### config.mk
export PLATFORM = sky130hd
export DESIGN_NAME = parking_gate_ctrl
export DESIGN_NICKNAME = d
export VERILOG_FILES = /design/src/rtl/parking_gate_ctrl.sv
export SDC_FILE = /design/constraint.sdc
export NUM_CORES = 1
export LEC_CHECK = 0
export ABC_AREA = 1
export CORE_MARGIN = 1.5
export CORE_UTILIZATION = 38
export CTS_CLUSTER_DIAMETER = 40
export DETAILED_ROUTE_END_ITERATION = 16
export HOLD_SLACK_MARGIN = 0.06
export PLACE_DENSITY = 0.57
export SLEW_MARGIN = 20
export SYNTH_ARGS = -nofsm -noshare
export SYNTH_HDL_FRONTEND = slang
export SYNTH_SLANG_ARGS = --single-unit
export TNS_END_PERCENT = 5
### constraint.sdc
create_clock -name clk -period 1.5 [get_ports clk]
set_input_delay 0.225 -clock clk [delete_from_list [all_inputs] [get_ports clk]]
set_output_delay 0.225 -clock clk [all_outputs]
set_load 0.005 [all_outputs]
### src/rtl/parking_gate_ctrl.sv
// Parking lot gate controller: independent entry/exit barrier FSMs with occupancy tracking; GATE_TIMEOUT_EN adds an open-gate timeout.
// All outputs registered (one-cycle latency from request/pass); no backpressure, requests are levels and passes are pulses.
module parking_gate_ctrl #(
  parameter int MAX_CARS       = 10,
  parameter int CLOSE_CYCLES   = 4,
  parameter int TIMEOUT_CYCLES = 64
) (
  input  logic       clk,
  input  logic       reset,
  input  logic       entry_req,
  input  logic       exit_req,
  input  logic       entry_pass,
  input  logic       exit_pass,
  output logic       entry_gate_open,
  output logic       exit_gate_open,
  output logic [3:0] occupancy,
  output logic       full,
  output logic       empty,
  output logic       entry_denied,
  output logic       gate_timeout
);

  if (MAX_CARS < 1 || MAX_CARS > 15 || CLOSE_CYCLES < 1 || TIMEOUT_CYCLES < 1) begin : g_param_err
    $error("parking_gate_ctrl: parameter out of range");
  end

  localparam int         CW      = $clog2(CLOSE_CYCLES + 1);
  localparam logic [3:0] MAX_OCC = 4'(MAX_CARS);

  typedef enum logic [1:0] {IDLE, OPEN, CLOSING} gate_state_t;

  gate_state_t   en_state, en_state_nxt, ex_state, ex_state_nxt;
  logic [CW-1:0] en_hold, en_hold_nxt, ex_hold, ex_hold_nxt;
  logic [CW-1:0] deny_wait, deny_wait_nxt;
  logic [3:0]    occ_nxt;
  logic          denied_nxt;
  logic          en_pass_ok, ex_pass_ok;

`ifdef GATE_TIMEOUT_EN
  localparam int TW = $clog2(TIMEOUT_CYCLES + 1);
  logic [TW-1:0] en_tmo, en_tmo_nxt, ex_tmo, ex_tmo_nxt;
  logic          timeout_nxt;
`endif

  // Passes only count while the matching gate is actually open.
  assign en_pass_ok = (en_state == OPEN) && entry_pass;
  assign ex_pass_ok = (ex_state == OPEN) && exit_pass;

  always_comb begin
    occ_nxt = occupancy;
    if (en_pass_ok && !ex_pass_ok && occupancy < MAX_OCC) occ_nxt = occupancy + 4'd1;
    else if (ex_pass_ok && !en_pass_ok && occupancy != 4'd0) occ_nxt = occupancy - 4'd1;
  end

  always_comb begin
    en_state_nxt  = en_state;
    en_hold_nxt   = en_hold;
    ex_state_nxt  = ex_state;
    ex_hold_nxt   = ex_hold;
    deny_wait_nxt = deny_wait;
    denied_nxt    = 1'b0;
`ifdef GATE_TIMEOUT_EN
    en_tmo_nxt    = en_tmo;
    ex_tmo_nxt    = ex_tmo;
    timeout_nxt   = 1'b0;
`endif
    if (deny_wait != '0) deny_wait_nxt = deny_wait - 1'b1;

    case (en_state)
      IDLE: begin
        if (!entry_req) begin
          deny_wait_nxt = '0;
        end else if (!full) begin
          en_state_nxt = OPEN;
`ifdef GATE_TIMEOUT_EN
          en_tmo_nxt = TW'(TIMEOUT_CYCLES - 1);
`endif
        end else if (deny_wait == '0) begin
          // Cool-down spaces repeated refusals one gate cycle apart.
          denied_nxt    = 1'b1;
          deny_wait_nxt = CW'(CLOSE_CYCLES);
        end
      end
      OPEN: begin
        if (entry_pass) begin
          en_state_nxt = CLOSING;
          en_hold_nxt  = CW'(CLOSE_CYCLES - 1);
        end
`ifdef GATE_TIMEOUT_EN
        else if (en_tmo == '0) begin
          en_state_nxt = CLOSING;
          en_hold_nxt  = CW'(CLOSE_CYCLES - 1);
          timeout_nxt  = 1'b1;
        end else begin
          en_tmo_nxt = en_tmo - 1'b1;
        end
`endif
      end
      CLOSING: begin
        if (en_hold == '0) en_state_nxt = IDLE;
        else               en_hold_nxt  = en_hold - 1'b1;
      end
      default: en_state_nxt = IDLE;
    endcase

    case (ex_state)
      IDLE: begin
        if (exit_req && !empty) begin
          ex_state_nxt = OPEN;
`ifdef GATE_TIMEOUT_EN
          ex_tmo_nxt = TW'(TIMEOUT_CYCLES - 1);
`endif
        end
      end
      OPEN: begin
        if (exit_pass) begin
          ex_state_nxt = CLOSING;
          ex_hold_nxt  = CW'(CLOSE_CYCLES - 1);
        end
`ifdef GATE_TIMEOUT_EN
        else if (ex_tmo == '0) begin
          ex_state_nxt = CLOSING;
          ex_hold_nxt  = CW'(CLOSE_CYCLES - 1);
          timeout_nxt  = 1'b1;
        end else begin
          ex_tmo_nxt = ex_tmo - 1'b1;
        end
`endif
      end
      CLOSING: begin
        if (ex_hold == '0) ex_state_nxt = IDLE;
        else               ex_hold_nxt  = ex_hold - 1'b1;
      end
      default: ex_state_nxt = IDLE;
    endcase
  end

  always_ff @(posedge clk or posedge reset) begin
    if (reset) begin
      en_state        <= IDLE;
      ex_state        <= IDLE;
      en_hold         <= '0;
      ex_hold         <= '0;
      deny_wait       <= '0;
      occupancy       <= 4'd0;
      full            <= 1'b0;
      empty           <= 1'b1;
      entry_gate_open <= 1'b0;
      exit_gate_open  <= 1'b0;
      entry_denied    <= 1'b0;
    end else begin
      en_state        <= en_state_nxt;
      ex_state        <= ex_state_nxt;
      en_hold         <= en_hold_nxt;
      ex_hold         <= ex_hold_nxt;
      deny_wait       <= deny_wait_nxt;
      occupancy       <= occ_nxt;
      full            <= (occ_nxt == MAX_OCC);
      empty           <= (occ_nxt == 4'd0);
      entry_gate_open <= (en_state_nxt == OPEN);
      exit_gate_open  <= (ex_state_nxt == OPEN);
      entry_denied    <= denied_nxt;
    end
  end

`ifdef GATE_TIMEOUT_EN
  always_ff @(posedge clk or posedge reset) begin
    if (reset) begin
      en_tmo       <= '0;
      ex_tmo       <= '0;
      gate_timeout <= 1'b0;
    end else begin
      en_tmo       <= en_tmo_nxt;
      ex_tmo       <= ex_tmo_nxt;
      gate_timeout <= timeout_nxt;
    end
  end
`else
  assign gate_timeout = 1'b0;
`endif

endmodule

; ---- Word-level counts from Yosys, hierarchy flattened
; Cells that the tools add are included.
; Widths: inputs -> output; s select.
[word_totals]
reg_bits = 22
inputBits = 6
wordCells = 76
[classes]
n_addsub = 5
order_cmp = 1
n_eq_ne = 11
muxes = 26
reduce_logical = 22
[ops]
columns = op, n
row1 = $mux 3, 9
row2 = $mux 2, 7
row3 = $pmux 2 s3, 2
row4 = $pmux 3 s2, 2
row5 = $logic_not 3->1, 3
row6 = $sub 3x1->3 const B, 3
row7 = $eq 2x1->1 const B, 4
row8 = $mux 4, 2
row9 = $ne 2x2->1 const B, 4
row10 = $logic_and 1x1->1, 7
row11 = $reduce_and 3->1, 2
row12 = $add 4x1->4 const B, 1
row13 = $eq 2x2->1 const B, 2
row14 = $eq 4x4->1 const B, 1
row15 = $logic_not 2->1, 2
row16 = $logic_not 4->1, 1
row17 = $lt 4x4->1 const B, 1
row18 = $mux 1, 4
row19 = $reduce_bool 2->1, 2
row20 = $reduce_bool 4->1, 1
row21 = $sub 4x1->4 const B, 1
row22 = $logic_not 1->1, 3
row23 = $reduce_bool 3->1, 1

; ---- Depth between registers and ports, before layout
[logic_depth]
word_depth = 8
ltp_mapped = 9
ltp_nobuf = 9

; ---- Worst setup path before layout
; Ideal clock, no wire load.
[synth_path]
path_kind = reg2reg
from = register occupancy[0]
to = register empty
setup_ps = 67
arrival_ps = 1275
slack_ps = 158
path_stages_with_launch = 10
n_path_buf = 0
path_cell_list = dfrtp_1 -> inv_1 -> ha_1 -> nand3_1 -> nand3_1 -> nand2_1 -> nand2_1 -> nand2_1 -> nand3_1 -> nor2_1
[synth_between]
elab_chain_len = 5
word_cells_on_any_way = 9
classes_between = add/sub (2) / order compare (1) / mux (2) / reduce/logical (4)
[synth_rtl]
columns = item, line_no
row1 = "start, declared", 16  ; output logic [3:0] occupancy,
row2 = "start signal, assigned", 157  ; occupancy <= occ_nxt;
row3 = branches (longest 3 deep; another with $sub 4x1->4), n/a
row4 = $mux 4 *, 51  ; if (en_pass_ok && !ex_pass_ok && occupancy < MAX_OCC) occ_nxt = occupancy + 4'd1;
row5 = $logic_not 4->1 *, 159  ; empty <= (occ_nxt == 4'd0);
row6 = "end signal, assigned", 159
row7 = "end, declared", 18  ; output logic empty,
; Mark *: on every way between the ends.
; A chain may end at the register's enable or synchronous reset.

; ---- Final worst setup path
[layout_path]
from = register occupancy[2]
to = output occupancy[2]
; No word-level cell between the ends.

==> impl_metrics.toml <==
[finish]
antenna_cells = 0
final_util_pct = 48.9
layout.cells.non_filler = 196
syn_to_final_growth_pct = 24.9
fin_nets = 179
n_fill_cell = 317
drive_above_1_share_pct = 13.5

[drt]
wl_per_cell_microns = 11.1
dr.pass1.iters = 4
vias_per_cell = 4.93
drt_iter0_markers = 39
vias = 967
wirelength_mm = 2.17
antenna_left = 0
drc = 0

[clock_network]
cts_tree = "done"
cts-root-buf = "clkbuf_4"
cts_setup_buffers = 0
cts.sinks = 22
clock_latency_ns = 0.30
htree_levels = 1
clk_path_buf_depth = 2
cts_inserted_buffers = 3
clk_pin_slew_ns = 0.13
ctsHoldBuffers = 0

[floorplanning]
die_y_microns = 58.6
core-area_sq_um = 3000
initial_core_util_pct = 39.2
io-pin-count = 16
die_w_microns = 58.6
die-area_sq_um = 3440
num_rows = 20

[worst_setup_path]
crit_arrival_ns = 1.18
crit_required_ns = 1.27
max_stage_delay_ns = 0.51
path_cells = "clkdlybuf4s50_1"
critical-path-top-delay-family = "buffers and inverters"
cp-start-kind = "flip-flop"
worstSetupStartpoint = "occupancy[2]$_DFF_PP0_"
worst-setup-path-type = "flip-flop to primary output"
r2r_end = "full$_DFF_PP0_"
rr_startpoint = "occupancy[0]$_DFF_PP0_"
r2r_setup_slack_ns = 0.13
crit_slowest_cell = "clkdlybuf4s50_1"
cp-end-kind = "primary output"
worst-path-buf-inv = 1
crit_fanout = 3
r2r_cells = 9

[power]
finalPower_mw = 2.75
switching_power_mw = 1.07
peakVddDrop_mv = 0.608
p_leak_nw = 0.755
sequentialPowerShare_pct = 35.3
p_sw_share_pct = 38.9
combPwrFrac_pct = 48.5
pwr-share-clk_pct = 16.2
p_per_area_nw_per_um2 = 1870
power.internal_mw = 1.68

[grt]
grt_first_pass_wirelength_mm = 3.82
antenna_found_initial = 0
track_usage_pct = 14.6
grt_max_degree = 23
grt_pass1_vias = 941
grt_overflow_total = 0

[sta]
final.min_clock_period_ns = 1.40
final.period_utilization_pct = 93.7
rsz0062_at_grt = "yes"
fmax_ghz = 0.712
skew_ns = 0.00887
finalHoldViolCount = 0
drv_slew = 0
fin_hold_ws_ns = 0.249
setup_viol = 0
fin_ws_ns = 0.0952

[placed_design]
place_congestion = 0.837
place_inst = 192
pre_cts_ws_ns = -0.114
port_buffers = 14
dpl.hpwl_mm = 1.64

[logic_synthesis]
yosysSeqAreaShare_pct = 46.9
async_flop_share_pct = 100
synth.largest_area_cell = "dfrtp_1"
synth.top_cell.area_share_pct = 44.7
synth_fp_nets = 154
synth_warnings = 0
synth_area_leaders = "dfrtp_1 45%, ha_1 9.6%, nand2_1 8.9%, inv_1 7.3%, nor2_1 5.1%"
yosys_register_bits = 22
netlist_instances = 139
syn_area_sq_um = 1180
synth-edff-count = 0
ys.flop_type = "dfrtp_1"
yosysUniqueCellTypes = 23
avgSynthCellArea_sq_um = 8.46

[min_path]
hold_class = "primary input to async pin"

[status]
status = "finished, final reports clean"

[flow_run]
drv_cap = 0
area by class of cell:
cell class	count	area (sq um)	area share, %
clock buffer	3	22.5	1.53
clock inverter	1	30.0	2.04
inverter	24	90.1	6.13
multi-input combinational	92	543	37.0
sequential	22	552	37.6
tap	33	41.3	2.81
timing repair buffer	21	190	12.9
registers in the layout, indices dropped and copies added, names as in the netlist:
signal,flops
occupancy,4
deny_wait,3
en_hold,3
ex_hold,3
en_state,2
ex_state,2
empty,1
entry_denied,1
entry_gate_open,1
exit_gate_open,1
full,1
kinds of logic (layout without fill, tap and decap cells):
| kind of cell | Yosys count | count (layout) | synth area share [%] |
|---|---|---|---|
| adders and majority gates | 9 | 9 | 9.57 |
| xor gates and xnor gates | 1 | 1 | 0.745 |
| other | 1 | 1 | 0.319 |
| buffers and inverters | 25 | 49 | 8.30 |
| DFF | 22 | 22 | 46.9 |
| AOI/OAI and AO/OA | 17 | 17 | 8.94 |
| and+or+nand+nor | 64 | 64 | 25.2 |
per-stage QoR:
step	TNS [ns]	cell area [sq um]
6_report	0	1470
5_1_grt	-0.0360	1470
4_1_cts	0	1450
3_5_place_dp	-0.505	1400
3_3_place_gp	-0.280	1400
2_1_floorplan	0	1180
worst max-delay path by stage:
stage | end | slack [ns] | cells after the start
detailed placement | empty$_DFF_PP1_ | -0.11 | 9
global route | full$_DFF_PP0_ | -0.03 | 9
finish | occupancy[2] | 0.1 | 1
global placement | full$_DFF_PP0_ | -0.08 | 9
floorplan | empty$_DFF_PP1_ | 0.16 | 9
CTS | occupancy[3] | 0.001 | 1
power by group through the flow:
stage,clock [mW],sequential [mW],combinational (mW)
finish,0.445,0.969,1.33
global route,0.499,1.00,1.54
CTS,0.471,0.969,1.32
detailed placement,0,0.983,1.34
global placement,0,0.975,1.33
floorplan,0,0.986,0.828
placed cells by master (no fill, tap or decap), types with 2 or more instances in the layout:
cell / synthesis / final
nand4_1: 5 / 5
buf_4: 1 / 7
dfrtp_1: 21 / 21
nand2_1: 28 / 28
o22ai_1: 4 / 4
clkdlybuf4s50_1: 0 / 9
o21ai_0: 4 / 4
a21oi_1: 2 / 2
nand3_2: 2 / 4
ha_1: 9 / 8
clkbuf_4: 0 / 3
nand3_1: 10 / 8
inv_1: 23 / 22
nor2_1: 16 / 16
dlygate4sd2_1: 0 / 4
a31oi_1: 3 / 3
o32ai_1: 2 / 2
synth_stat cells (all sizes together), types with 2 or more instances:
master	n
inv	23
nand3	12
dfrtp	21
nand4	6
nor2	17
o22ai	4
o21ai	5
a31oi	3
a21oi	2
o32ai	2
nand2	29
ha	9
routing by layer:
layer | vias up | GRT usage (%) | part of all wire, %
li1 | 505 | - | -
met2 | 16 | 22.6 | 47
met3 | 4 | 2.64 | 3.2
met1 | 442 | 18.8 | 48
met5 | - | 0 | 0
met4 | 0 | 9.42 | 1.8
what timing repair did:
| action | 4_1_cts | 5_1_grt |
|---|---|---|
| cloned | 0 | 0 |
| setup endpoints to repair | 4 | 7 |
| resized for setup | 4 | 6 |
Power figures use the tool's default switching activity.
